--- config.mk ---
export PLATFORM = sky130hd
export DESIGN_NAME = spi_reg_ctrl
export DESIGN_NICKNAME = d
export VERILOG_FILES = /design/src/rtl/spi_ctrl_pkg.sv /design/src/rtl/sync_2ff.sv /design/src/rtl/spi_reg_ctrl.sv
export SDC_FILE = /design/constraint.sdc
export NUM_CORES = 1
export LEC_CHECK = 0
export CELL_PAD_IN_SITES_DETAIL_PLACEMENT = 1
export CELL_PAD_IN_SITES_GLOBAL_PLACEMENT = 1
export CORE_MARGIN = 3
export CORE_UTILIZATION = 48
export CTS_CLUSTER_SIZE = 30
export DETAILED_ROUTE_END_ITERATION = 8
export DONT_BUFFER_PORTS = 1
export HOLD_SLACK_MARGIN = 0.06
export PLACE_DENSITY = 0.8
export SKIP_LAST_GASP = 1
export SLEW_MARGIN = 40
export SYNTH_ARGS = -nofsm -noshare
export SYNTH_HDL_FRONTEND = slang
export SYNTH_SLANG_ARGS = --single-unit
--- constraint.sdc ---
create_clock -name clk -period 3.55 [get_ports clk]
set_input_delay 0 -clock clk [delete_from_list [all_inputs] [get_ports clk]]
set_output_delay 0 -clock clk [all_outputs]
set_load 0.005 [all_outputs]
--- src/rtl/spi_ctrl_pkg.sv ---
// Shared definitions for the SPI command/register controller: FSM encoding,
// command-word layout and the default status byte.
package spi_ctrl_pkg;

    typedef enum logic [2:0] {
        IDLE     = 3'd0,
        CMD      = 3'd1,
        WR       = 3'd2,
        RD_FETCH = 3'd3,
        RD       = 3'd4
    } ctrl_state_t;

    // The read/write flag is the MSB of the command word; offset counted from the MSB.
    localparam int CMD_WR_BIT_FROM_MSB = 0;

    localparam logic [7:0] DEFAULT_STATUS_WORD = 8'hA5;

endpackage

--- src/rtl/sync_2ff.sv ---
// Generic single-bit two-flop synchronizer for asynchronous input pins.
module sync_2ff #(
    parameter logic RST_VAL = 1'b0
) (
    input  logic clk,
    input  logic rst,
    input  logic d,
    output logic q
);

    logic meta_reg;
    logic sync_reg;

    always_ff @(posedge clk) begin
        if (rst) begin
            meta_reg <= RST_VAL;
            sync_reg <= RST_VAL;
        end else begin
            meta_reg <= d;
            sync_reg <= meta_reg;
        end
    end

    assign q = sync_reg;

endmodule

--- src/rtl/spi_reg_ctrl.sv ---
// Frame decoder behind an SPI slave: turns command/data words into register-file
// reads and writes with an auto-incrementing address, and sequences MISO data.
module spi_reg_ctrl
    import spi_ctrl_pkg::*;
#(
    parameter int                  WORDSIZE    = 8,
    parameter int                  ADDR_BITS   = 4,
    parameter logic [WORDSIZE-1:0] STATUS_WORD = WORDSIZE'(DEFAULT_STATUS_WORD)
) (
    input  logic                 clk,
    input  logic                 rst,
    input  logic                 ss,
    input  logic                 spi_done,
    input  logic [WORDSIZE-1:0]  spi_dout,
    output logic [WORDSIZE-1:0]  spi_din,
    output logic [ADDR_BITS-1:0] reg_addr,
    output logic [WORDSIZE-1:0]  reg_wdata,
    output logic                 reg_we,
    input  logic [WORDSIZE-1:0]  reg_rdata,
    output logic                 busy,
    output logic                 frame_end
);

    logic                 ss_s;
    logic                 ss_s_d_reg;
    logic                 ss_rise;
    logic                 ss_fall;

    ctrl_state_t          state_reg, state_next;
    logic [ADDR_BITS-1:0] ptr_reg, ptr_next;
    logic [ADDR_BITS-1:0] reg_addr_reg, reg_addr_next;
    logic [WORDSIZE-1:0]  reg_wdata_reg, reg_wdata_next;
    logic                 reg_we_reg, reg_we_next;
    logic [WORDSIZE-1:0]  spi_din_reg, spi_din_next;
    logic                 cap_reg, cap_next;
    logic                 frame_end_reg, frame_end_next;

    logic [ADDR_BITS-1:0] cmd_addr;
    logic                 cmd_is_write;
    logic                 unused_dout_bits;

    // Sync and edge register reset to "selected": a falling edge then needs a
    // genuinely sampled high, so a frame already running at reset release is ignored.
    sync_2ff #(
        .RST_VAL(1'b0)
    ) u_ss_sync (
        .clk(clk),
        .rst(rst),
        .d  (ss),
        .q  (ss_s)
    );

    assign ss_rise = ss_s & ~ss_s_d_reg;
    assign ss_fall = ~ss_s & ss_s_d_reg;

    assign cmd_is_write     = spi_dout[WORDSIZE-1-CMD_WR_BIT_FROM_MSB];
    assign cmd_addr         = spi_dout[ADDR_BITS-1:0];
    // Command bits between the flag and the address field are don't-care.
    assign unused_dout_bits = ^spi_dout;

    always_comb begin
        state_next     = state_reg;
        ptr_next       = ptr_reg;
        reg_addr_next  = reg_addr_reg;
        reg_wdata_next = reg_wdata_reg;
        reg_we_next    = 1'b0;
        spi_din_next   = spi_din_reg;
        cap_next       = 1'b0;
        frame_end_next = 1'b0;

        // Read data is valid one cycle after the address was presented.
        if (cap_reg) begin
            spi_din_next = reg_rdata;
        end

        case (state_reg)
            IDLE: begin
                spi_din_next = STATUS_WORD;
                if (ss_fall) begin
                    state_next = CMD;
                end
            end
            CMD: begin
                if (spi_done) begin
                    ptr_next = cmd_addr;
                    if (cmd_is_write) begin
                        state_next = WR;
                    end else begin
                        reg_addr_next = cmd_addr;
                        state_next    = RD_FETCH;
                    end
                end
            end
            WR: begin
                if (spi_done) begin
                    reg_we_next    = 1'b1;
                    reg_addr_next  = ptr_reg;
                    reg_wdata_next = spi_dout;
                    ptr_next       = ptr_reg + ADDR_BITS'(1);
                end
            end
            RD_FETCH: begin
                cap_next   = 1'b1;
                state_next = RD;
            end
            RD: begin
                if (spi_done) begin
                    ptr_next      = ptr_reg + ADDR_BITS'(1);
                    reg_addr_next = ptr_reg + ADDR_BITS'(1);
                    state_next    = RD_FETCH;
                end
            end
            default: begin
                state_next = IDLE;
            end
        endcase

        // A word finishing together with the ss rise is still committed above.
        if (state_reg != IDLE && ss_rise) begin
            state_next     = IDLE;
            frame_end_next = 1'b1;
            cap_next       = 1'b0;
            spi_din_next   = STATUS_WORD;
        end
    end

    always_ff @(posedge clk) begin
        if (rst) begin
            ss_s_d_reg    <= 1'b0;
            state_reg     <= IDLE;
            ptr_reg       <= '0;
            reg_addr_reg  <= '0;
            reg_wdata_reg <= '0;
            reg_we_reg    <= 1'b0;
            spi_din_reg   <= STATUS_WORD;
            cap_reg       <= 1'b0;
            frame_end_reg <= 1'b0;
        end else begin
            ss_s_d_reg    <= ss_s;
            state_reg     <= state_next;
            ptr_reg       <= ptr_next;
            reg_addr_reg  <= reg_addr_next;
            reg_wdata_reg <= reg_wdata_next;
            reg_we_reg    <= reg_we_next;
            spi_din_reg   <= spi_din_next;
            cap_reg       <= cap_next;
            frame_end_reg <= frame_end_next;
        end
    end

    assign spi_din   = spi_din_reg;
    assign reg_addr  = reg_addr_reg;
    assign reg_wdata = reg_wdata_reg;
    // A strobe pending when rst arrives is dropped in the same cycle.
    assign reg_we    = reg_we_reg & ~rst;
    assign busy      = ~ss_s & (state_reg != IDLE);
    assign frame_end = frame_end_reg;

endmodule

==> impl_metrics.tcl <==
set metrics [dict create \
    nNetsFinal 217 \
    required_ns 3.83 \
    route.detailed.drc 0 \
    ys_seq_area_share_pct 43.1 \
    clkLatencyLatePin_ns 0.33 \
    routedWlPerCell_um 18.8 \
    synthFlopType "dfxtp_1" \
    skew_ns 0.00303 \
    maxCapViolCount 0 \
    slew_violations 0 \
    clk_path_buf_depth 2 \
    r2r_slack_ns 1.10 \
    area_growth_pct 16.7 \
    finalHoldViolations 0 \
    synth_adder_area_share_pct 0.816 \
    critPathLaunchType "flip-flop" \
    path_max_fanout 23 \
    synthCells 180 \
    first_pass_iters 4 \
    layout_setup_ws_ns 1.10 \
    place_inst 210 \
    crit_arrival_ns 2.73 \
    muxShareOfSynthArea_pct 7.18 \
    cts_tree "done" \
    synthArstFlopShare_pct 0 \
    core_area_um2 2900 \
    antenna_found_initial 0 \
    finalSetupViolCount 0 \
    crit_path_end_kind "flip-flop" \
    clock_sinks 33 \
    pre_cts_slack_ns 1.68 \
    fin_crit_sh_pct 68.9 \
    slew_headroom_pct 53.4 \
    grt_util_all_layers_pct 24.2 \
    fin_tns_setup_ns 0 \
    tightest_slew_ns 0.698 \
    clk_pin_slew_ns 0.10 \
    drt-total-wl_um 4490 \
    synth-compound-area-share_pct 18.4 \
    status "finished clean" \
    stdcell_count 239 \
    yosys.area_share.simple_pct 23.7 \
    rsz0062_at_grt "no" \
    vias_per_cell 5.72 \
    dieWidth_um 62.5 \
    hp-class "in2reg" \
    seqCellArea_um2 661 \
    synth_seq_cells 33 \
    syn-num-nets 201 \
    num_io_pins 43 \
    grt_pass1_wl_um 7660 \
    fill_cells 353 \
    cts_buffers 5 \
    die_area_um2 3910 \
    crit_type "reg2reg" \
    syn_avg_cell_area_um2 8.52 \
    peakVddDrop_mv 0.376 \
    grt_max_degree 31 \
    grt-ovfl-total 0 \
    initial_core_util_pct 52.8 \
    synth_top_family_by_area "simple AND/OR/NAND/NOR gates" \
    synth_cell_type_count 43 \
    gp_congestion 0.840 \
    max_clock_freq_mhz 409 \
    grt_pass1_vias 1480 \
    synth_area_um2 1530 \
    routed-via-count 1366 \
    drt_iter0_drc 54 \
    multi_input_area_um2 811 \
    die_h_um 62.5 \
    post_cts_resized 0 \
    ant_nets 0 \
    drive_gt1_share_pct 5.08 \
    synth-xor-area-share_pct 2.86 \
    synth_edf_count 0 \
    n_antenna_cell 0 \
    clockRootBuffer "clkbuf_4" \
    power_density_nw_per_um2 554 \
    io_buffers 0 \
    place_hpwl_um 2540 \
    yosys_warnings 0 \
    num_rows 19 \
    htreeDepth 2 \
    p_leak_nw 0.631 \
    post-route-min-period_ns 2.45 \
]
synthesized netlist by cell type (2+ instances only):
cell      instances  area (um2)
a211oi_1          3        22.5
a21oi_1          12        60.1
a311oi_1          3        26.3
a31oi_1           2        12.5
buf_2             4        20.0
clkbuf_1          6        22.5
dfxtp_1          33         661
inv_1             2        7.51
mux2i_1          11         110
nand2_1          26        97.6
nand2b_1          5        31.3
nand3_1           3        15.0
nand3b_1          2        15.0
nor2_1           17        63.8
nor2b_1          10        62.6
nor3_1            5        25.0
nor3b_1           2        15.0
o21a_1            2        15.0
o21ai_0           4        20.0
or3_1             2        12.5
xnor2_1           3        26.3
xor2_1            2        17.5
layer usage:
layer	vias to the layer above	share of wire, %	GRT usage, %
li1	663	-	-
met1	649	44	31.0
met2	49	50	41.0
met3	5	5.7	5.22
met4	0	1.0	6.06
met5	-	0	0
layout make-up:
| class | instances | area share, % |
|---|---|---|
| clock buffer | 6 | 2.31 |
| clock inverter | 2 | 0.560 |
| inverter | 2 | 0.420 |
| multi-input combinational | 133 | 45.3 |
| sequential | 33 | 36.9 |
| tap | 42 | 2.94 |
| timing repair buffer | 21 | 11.5 |
worst paths after layout:
kind	from	to	cells past startpoint
setup / recovery	state_reg[1]$_SDFFE_PP0P_	ptr_reg[0]$_SDFFE_PP0P_	5
hold reg to reg	u_ss_sync.meta_reg$_SDFF_PP0_	u_ss_sync.q$_SDFF_PP0_	1
setup reg to reg	state_reg[1]$_SDFFE_PP0P_	ptr_reg[0]$_SDFFE_PP0P_	5
hold / removal	spi_dout[3]	reg_addr[3]$_SDFFE_PP0P_	4
critical path, cell delays in order, from the launching register on:
cell and delay [ns]:
dfxtp_1 0.79, xor2_1 0.25, o211ai_1 0.21, or3_1 0.41, a31oi_1 0.17, dlygate4sd3_1 0.56
cell families (layout without fill, tap and decap cells):
family                   after synthesis  after routing
XOR/XNOR                               5              5
flip-flops                            33             33
AND/OR/NAND/NOR                       76             76
AO/OA/AOI/OAI                         40             40
multiplexers                          11             11
buffers and inverters                 14             31
adder cells (fa/ha/maj)                1              1
metrics by stage:
step	utilization, %	total power (W)	hold slack, ns	area, um2
final	61.6	0.000991	0.0695	1790
after global routing	61.6	0.00106	0.0822	1790
after floorplan	-	0.000703	0.128	1530
after CTS	61.8	0.000982	0.0666	1790
after detailed placement	52.8	0.000749	0.0402	1530
after global placement	52.8	0.000734	0.0404	1530
placed cells by master, fill, tap and decap left out, types with 2 or more instances in the layout:
cell,instances
xnor2_1,3
or3_1,2
nor3b_1,2
xor2_1,2
nand3b_1,2
nor2b_1,10
dlygate4sd3_1,20
a31oi_1,2
nand3_1,3
clkinv_2,2
o21ai_0,4
dfxtp_1,33
nor2_1,17
a311oi_1,3
nand2b_1,5
nor3_1,5
nand2_1,26
a21oi_1,12
a211oi_1,3
clkbuf_4,5
inv_1,2
mux2i_1,11
o21a_1,2
what timing repair did:
item | 4_1_cts | 5_1_grt
buffers inserted | 0 | 0
endpoints found under the hold margin | 34 | 0
hold buffers | 21 | 0
power breakdown:
group | switching (W) | internal, W | total, W | leakage [nW]
logic | 0.000160 | 0.000133 | 0.000293 | 0.331
registers | 0.0000780 | 0.000413 | 0.000491 | 0.268
clock network | 0.000132 | 0.0000755 | 0.000208 | 0.0320
(Power assumes the default switching activity.)
